$ cat config.mk
export PLATFORM = sky130hd
export DESIGN_NAME = lgn_image_sender
export DESIGN_NICKNAME = d
export VERILOG_FILES = /design/src/rtl/lgn_image_sender.sv
export SDC_FILE = /design/constraint.sdc
export NUM_CORES = 1
export LEC_CHECK = 0
export ABC_CLOCK_PERIOD_IN_PS = 1890
export CAP_MARGIN = 15
export CORE_MARGIN = 5
export CORE_UTILIZATION = 51
export DETAILED_ROUTE_END_ITERATION = 6
export PLACE_DENSITY = 0.91
export SYNTH_ARGS = -nofsm -noshare
export SYNTH_HDL_FRONTEND = slang
export SYNTH_SLANG_ARGS = --single-unit
$ cat constraint.sdc
create_clock -name clk -period 1.89 [get_ports clk]
set_clock_uncertainty 0.1 [all_clocks]
set_input_delay 0.189 -clock clk [delete_from_list [all_inputs] [get_ports clk]]
set_output_delay 0.189 -clock clk [all_outputs]
set_load 0.01 [all_outputs]
$ cat src/rtl/lgn_image_sender.sv
// lgn_image_sender
//   Host-side transmitter for the classifier's byte-serial image load port.
//   Accepts an 8*BYTES-bit binarized image and streams it MSB-first, one byte
//   per cycle, with an active-low write strobe. It then idles SETTLE_CYCLES
//   cycles and captures the classifier's best-category index and popcount.
//
//   Parameters: BYTES (bytes per image), SETTLE_CYCLES (1..255).
//   Ports:
//     clk, rst_n (async, active-low)
//     start, image           : transaction request and image (bit W-1 first)
//     data_out, we_n         : byte bus and active-low strobe to the classifier
//     result_index_in/_value_in : classifier result inputs
//     busy, done, result_valid, result_index, result_value : status / result
//   Optional feature macro LGN_SENDER_LABEL_CHECK_EN adds:
//     label (in), match (out), error_count (out, saturating at 255)
//   All outputs are registered.
module lgn_image_sender #(
   parameter int unsigned BYTES         = 32,
   parameter int unsigned SETTLE_CYCLES = 4
) (
   input  logic               clk,
   input  logic               rst_n,
   input  logic               start,
   input  logic [8*BYTES-1:0] image,
   output logic [7:0]         data_out,
   output logic               we_n,
   input  logic [3:0]         result_index_in,
   input  logic [7:0]         result_value_in,
   output logic               busy,
   output logic               done,
   output logic               result_valid,
   output logic [3:0]         result_index,
   output logic [7:0]         result_value
`ifdef LGN_SENDER_LABEL_CHECK_EN
   ,
   input  logic [3:0]         label,
   output logic               match,
   output logic [7:0]         error_count
`endif
);

   localparam int unsigned W  = 8 * BYTES;
   localparam int unsigned CW = (BYTES > 1) ? $clog2(BYTES) : 1;
   localparam logic [CW-1:0] LAST_BYTE   = CW'(BYTES - 1);
   localparam logic [7:0]    LAST_SETTLE = 8'(SETTLE_CYCLES - 1);

   typedef enum logic [1:0] {IDLE, LOAD, SETTLE} state_e;

   state_e         state_q, state_d;
   logic [W-1:0]   shreg_q, shreg_d;
   logic [CW-1:0]  byte_cnt_q, byte_cnt_d;
   logic [7:0]     settle_cnt_q, settle_cnt_d;
   logic [7:0]     data_out_q, data_out_d;
   logic           we_n_q, we_n_d;
   logic           busy_q, busy_d;
   logic           done_q, done_d;
   logic           result_valid_q, result_valid_d;
   logic [3:0]     result_index_q, result_index_d;
   logic [7:0]     result_value_q, result_value_d;
`ifdef LGN_SENDER_LABEL_CHECK_EN
   logic [3:0]     label_q, label_d;
   logic           match_q, match_d;
   logic [7:0]     error_count_q, error_count_d;
`endif

   always_comb begin
      state_d        = state_q;
      shreg_d        = shreg_q;
      byte_cnt_d     = byte_cnt_q;
      settle_cnt_d   = settle_cnt_q;
      done_d         = 1'b0;
      result_valid_d = result_valid_q;
      result_index_d = result_index_q;
      result_value_d = result_value_q;
`ifdef LGN_SENDER_LABEL_CHECK_EN
      label_d        = label_q;
      match_d        = match_q;
      error_count_d  = error_count_q;
`endif
      case (state_q)
         IDLE: begin
            if (start) begin
               shreg_d        = image;
               byte_cnt_d     = '0;
               result_valid_d = 1'b0;
               state_d        = LOAD;
`ifdef LGN_SENDER_LABEL_CHECK_EN
               label_d        = label;
`endif
            end
         end
         LOAD: begin
            shreg_d    = {shreg_q[W-9:0], 8'h00};
            byte_cnt_d = byte_cnt_q + CW'(1);
            if (byte_cnt_q == LAST_BYTE) begin
               state_d      = SETTLE;
               settle_cnt_d = '0;
            end
         end
         SETTLE: begin
            settle_cnt_d = settle_cnt_q + 8'd1;
            if (settle_cnt_q == LAST_SETTLE) begin
               result_index_d = result_index_in;
               result_value_d = result_value_in;
               result_valid_d = 1'b1;
               done_d         = 1'b1;
               state_d        = IDLE;
`ifdef LGN_SENDER_LABEL_CHECK_EN
               match_d = (result_index_in == label_q);
               if ((result_index_in != label_q) && (error_count_q != 8'hFF))
                  error_count_d = error_count_q + 8'd1;
`endif
            end
         end
         default: state_d = IDLE;
      endcase

      // Bus outputs are derived from the next state so that they are
      // registered yet line up with the state they describe.
      data_out_d = (state_d == LOAD) ? shreg_d[W-1 -: 8] : 8'h00;
      we_n_d     = (state_d != LOAD);
      busy_d     = (state_d != IDLE);
   end

   always_ff @(posedge clk or negedge rst_n) begin
      if (!rst_n) begin
         state_q        <= IDLE;
         shreg_q        <= '0;
         byte_cnt_q     <= '0;
         settle_cnt_q   <= '0;
         data_out_q     <= '0;
         we_n_q         <= 1'b1;
         busy_q         <= 1'b0;
         done_q         <= 1'b0;
         result_valid_q <= 1'b0;
         result_index_q <= '0;
         result_value_q <= '0;
`ifdef LGN_SENDER_LABEL_CHECK_EN
         label_q        <= '0;
         match_q        <= 1'b0;
         error_count_q  <= '0;
`endif
      end else begin
         state_q        <= state_d;
         shreg_q        <= shreg_d;
         byte_cnt_q     <= byte_cnt_d;
         settle_cnt_q   <= settle_cnt_d;
         data_out_q     <= data_out_d;
         we_n_q         <= we_n_d;
         busy_q         <= busy_d;
         done_q         <= done_d;
         result_valid_q <= result_valid_d;
         result_index_q <= result_index_d;
         result_value_q <= result_value_d;
`ifdef LGN_SENDER_LABEL_CHECK_EN
         label_q        <= label_d;
         match_q        <= match_d;
         error_count_q  <= error_count_d;
`endif
      end
   end

   assign data_out     = data_out_q;
   assign we_n         = we_n_q;
   assign busy         = busy_q;
   assign done         = done_q;
   assign result_valid = result_valid_q;
   assign result_index = result_index_q;
   assign result_value = result_value_q;
`ifdef LGN_SENDER_LABEL_CHECK_EN
   assign match        = match_q;
   assign error_count  = error_count_q;
`endif

endmodule

# Word level (Yosys, flattened, before mapping)
# Cells that the tools add are included.
# op_classes
n_eq_ne,9
muxes,16
reduce_logical,9
n_addsub,2
# ops
operator,n
case mux 256 bit (2 select lines),1
two-way mux 256 bit,1
two-way mux 8 bit,2
case mux 8 bit (2 select lines),1
case mux 5 bit (2 select lines),1
adder 8 x 1 -> 8 bit (second input constant),1
== test 8 x 2 -> 1 bit (second input constant),1
nonzero test 2 bit,4
two-way mux 2 bit,3
!= test 2 bit (second input constant),3
case mux 2 bit (3 select lines),1
AND reduction 2 bit,3
adder 5 x 1 -> 5 bit (second input constant),1
== test 5 bit (second input constant),1
two-way mux 5 bit,1
== test 2 x 1 -> 1 bit (second input constant),2
two-way mux 1 bit,4
AND reduction 3 bit,1
== test 2 bit (second input constant),1
zero test 2 bit,1
!= test 2 x 1 -> 1 bit (second input constant),1
case mux 1 bit (2 select lines),1
# word_totals
inputBits,271
wordCells,48
out_inout_bits,24
reg_bits,295

# Logic depth before layout (Yosys ltp)
# depth
ltp_word,5
ltp_mapped,7
depth_no_buf,6

# Worst setup path after synthesis
# Ideal clock, no wire load.
# synth_path
path_type,reg2reg
start,register byte_cnt_q[0]
end,"register data_out_q[0], in the netlist data_out[0]"
slack_ns,0.279
path_stages_with_launch,7
required_time_ns,1.696
n_path_buf,1
arrival_time_ns,1.417
path_cell_list,dfrtp_1 ha_1 and3_1 ha_1 a21o_1 buf_2 a211oi_1
# synth_between
elab_chain_cells,5
# synth_rtl
item,line_no,source
"start, declared",51,"logic [CW-1:0] byte_cnt_q, byte_cnt_d;"
"start signal, assigned",146,byte_cnt_q <= byte_cnt_d;
== test 5 bit,95,if (byte_cnt_q == LAST_BYTE) begin
two-way mux 2 bit,95,
case mux 2 bit (3 select lines),80,case (state_q)
== test 2 x 1 -> 1 bit,120,data_out_d = (state_d == LOAD) ? shreg_d[W-1 -: 8] : 8'h00;
two-way mux 8 bit,120,
named net data_out_d[0],53,"logic [7:0] data_out_q, data_out_d;"
"end signal, assigned",148,data_out_q <= data_out_d;
"end, declared",53,
# The timed path passes the listed nets, and every way through them passes these cells.
# A chain may end at the register's enable or synchronous reset.

# Worst setup path after layout
# layout_path
start,register byte_cnt_q[0]
end,register settle_cnt_q[7]
# layout_between
elab_chain_cells,3
# layout_rtl
item,line_no,source
== test 5 bit,95,
!= test 2 bit (no line),n/a,
AND reduction 2 bit (no line),n/a,
"end signal, assigned",147,settle_cnt_q <= settle_cnt_d;
"end, declared",52,"logic [7:0] settle_cnt_q, settle_cnt_d;"
# Every way passes these cells.

==> flow_summary.json <==
{
  "status": "complete, no violations",
  "drive_gt1_frac": 0.0742,
  "finalMaxSlewViolations": 0,
  "crit_buf_inv": 0,
  "viasPerCell": 6.71,
  "yosysUniqueCellTypes": 37,
  "synthTopCellsByCount": "o22ai_1 (496), dfrtp_1 (294), a21oi_1 (248), buf_2 (85), clkbuf_1 (55)",
  "syn-num-nets": 1568,
  "dp_cells": 1809,
  "cts_tree": "done",
  "holdWs_ns": 0.0278,
  "first_pass_iters": 6,
  "io_pins": 295,
  "synth_edf_count": 0,
  "async_flop_share": 1.00,
  "cts-root-buf": "clkbuf_16",
  "numCtsBuffers": 34,
  "syn_area_sq_um": 13200,
  "critPathMaxFanout": 9,
  "cp-start-kind": "register",
  "gp_congestion": 0.854,
  "hold_viol_final": 0,
  "fin_crit_sh": 0.960,
  "vdd_drop_max_mv": 0.790,
  "die_area_sq_um": 29200,
  "crit_path_end_kind": "register",
  "wirelength_mm": 41.6,
  "slowest_delay_ns": 0.40,
  "setup_viol": 0,
  "ys_seq_area_frac": 0.560,
  "hp-class": "input pin to async pin",
  "wl_per_cell_um": 22.3,
  "overflow": 0,
  "fin_crit_ns": 1.81,
  "avgSynthCellArea_sq_um": 10.2,
  "syn_to_final_growth_pct": 33.8,
  "rsz0062_at_grt": "false",
  "core-area_sq_um": 25300,
  "syn_inst": 1294,
  "clkTransAtPathRegs_ns": 0.06,
  "path_common_cell": "ha_1",
  "postCtsSetupBuffers": 0,
  "ys_top_cells_by_area": "dfrtp_1 (56%), o22ai_1 (24%), a21oi_1 (9.4%)",
  "via_count": 12554,
  "grt_pass1_wl_mm": 63.7,
  "cpLargestDelayFamily": "simple AND/OR/NAND/NOR gates",
  "insertion_delay_ns": 0.49,
  "row_count": 58,
  "criticalPathCategory": "register to register",
  "drtIter0Drc": 1571,
  "htree_levels": 2,
  "slowest_stage": "dfrtp_1",
  "drc": 0,
  "antenna_found_initial": 12,
  "worst_slew_pin_slew_ns": 0.555,
  "yosysMostFrequentCell": "o22ai_1",
  "leakagePower_nw": 6.91,
  "power.density_nw_per_um2": 1550,
  "cts_sinks": 295,
  "io_buffers": 294,
  "die-width_um": 171,
  "synth_top_area_frac": 0.558,
  "path_cells": "ha_1 > and3_1 > ha_1 > nand3b_1 > nand2_1 > mux2i_1",
  "grt_pass1_vias": 12130,
  "ant_nets": 0,
  "required_ns": 2.21,
  "grt_max_degree": 112,
  "fin_nets": 1790,
  "synth_flop_cell": "dfrtp_1",
  "cap_violations": 0,
  "finalSetupTns_ns": 0,
  "cts_buffer_depth": 3,
  "yosys_register_bits": 295,
  "fin_cells": 1871,
  "max_freq_ghz": 0.551,
  "die_h_um": 171,
  "start_util": 0.520,
  "synth_top_area_cell": "dfrtp_1",
  "utilization": 0.696,
  "cp.arrival_ns": 2.13,
  "relSlewSlack": 0.630,
  "yosys_warnings": 0,
  "grt_use_total": 0.268,
  "dp_hpwl_mm": 27.1
}
-- stage by stage --
step | worst slack [ns] | total power, mW | instance area, sq um
CTS | 0.0538 | 27.3 | 17600
global placement | 0.186 | 20.0 | 16500
finish | 0.0750 | 27.3 | 17600
floorplan | 0.279 | 17.2 | 13200
detailed placement | 0.0776 | 20.8 | 16500
global route | 0.0141 | 29.0 | 17600
-- power breakdown --
group          internal [mW]  switching, mW
sequential              9.15           2.44
clock                   3.88           2.51
combinational           4.33           5.04
total                   17.4           9.98
-- layout by cell type, fill, tap and decap left out, types with 8 or more instances in the layout --
cell type / n
clkbuf_16: 35
o21ai_0: 15
a22oi_1: 8
nand2_1: 19
a21oi_1: 248
buf_12: 25
mux2_4: 8
o22ai_1: 496
clkdlybuf4s50_1: 291
dfrtp_1: 293
buf_4: 11
-- layer usage --
layer / GRT usage / vias up / share of wire
li1: - / 5613 / -
met1: 0.360 / 6083 / 0.39
met2: 0.432 / 728 / 0.48
met3: 0.0672 / 114 / 0.10
met4: 0.0858 / 16 / 0.028
met5: 0 / - / 0.0026
-- cells by family (layout without fill, tap and decap cells) --
kind of cell	count (synthesis)	in the layout	synth area share
DFF	295	295	0.560
AOI/OAI and AO/OA	781	781	0.348
xor gates and xnor gates	1	1	0.000665
other	0	5	0
muxes	18	18	0.0171
buffers and inverters	151	393	0.0517
and+or+nand+nor	45	45	0.0195
adders and majority gates	3	3	0.00285
-- worst paths after layout --
kind                                 startpoint  slack (ns)              end  cells past startpoint
worst max register to register    byte_cnt_q[0]        0.08  settle_cnt_q[7]                      6
worst min-delay path                      rst_n        0.03     shreg_q[111]                      2
min in group clk                          start        0.06     shreg_q[238]                      3
worst min register to register  result_index[3]        0.41  result_index[3]                      1
max in group asynchronous                 rst_n        0.92     shreg_q[215]                      3
worst max-delay path              byte_cnt_q[0]        0.08  settle_cnt_q[7]                      6
-- sequential cells by signal (all words and copies together), names as in the netlist --
name,cells
state_q,2
result_index,4
shreg_q,256
settle_cnt_q,8
byte_cnt_q,5
data_out,8
result_value,8
we_n,1
result_valid,1
busy,1
done,1
-- worst reg2reg max path, stage by stage (launching register included) --
cell and delay, ns:
dfrtp_1 0.40, ha_1 0.23, and3_1 0.19, ha_1 0.20, nand3b_1 0.36, nand2_1 0.12
mux2i_1 0.15
-- cell type report --
type                       count  area [sq um]
multi-input combinational    848          5140
sequential                   295          7380
tap                          330           413
clock inverter                 9           101
antenna                        5          12.5
fill                        1802          7700
timing repair buffer         332          3570
clock buffer                  47           981
inverter                       5          28.8
-- timing repair --
action / in CTS / in global routing
hold buffers: 1 / 0
resized for setup: 1 / 5
setup endpoints to repair: 1 / 10
endpoints found under the hold margin: 294 / 0
Note: power is estimated with default switching activity, not from simulation.
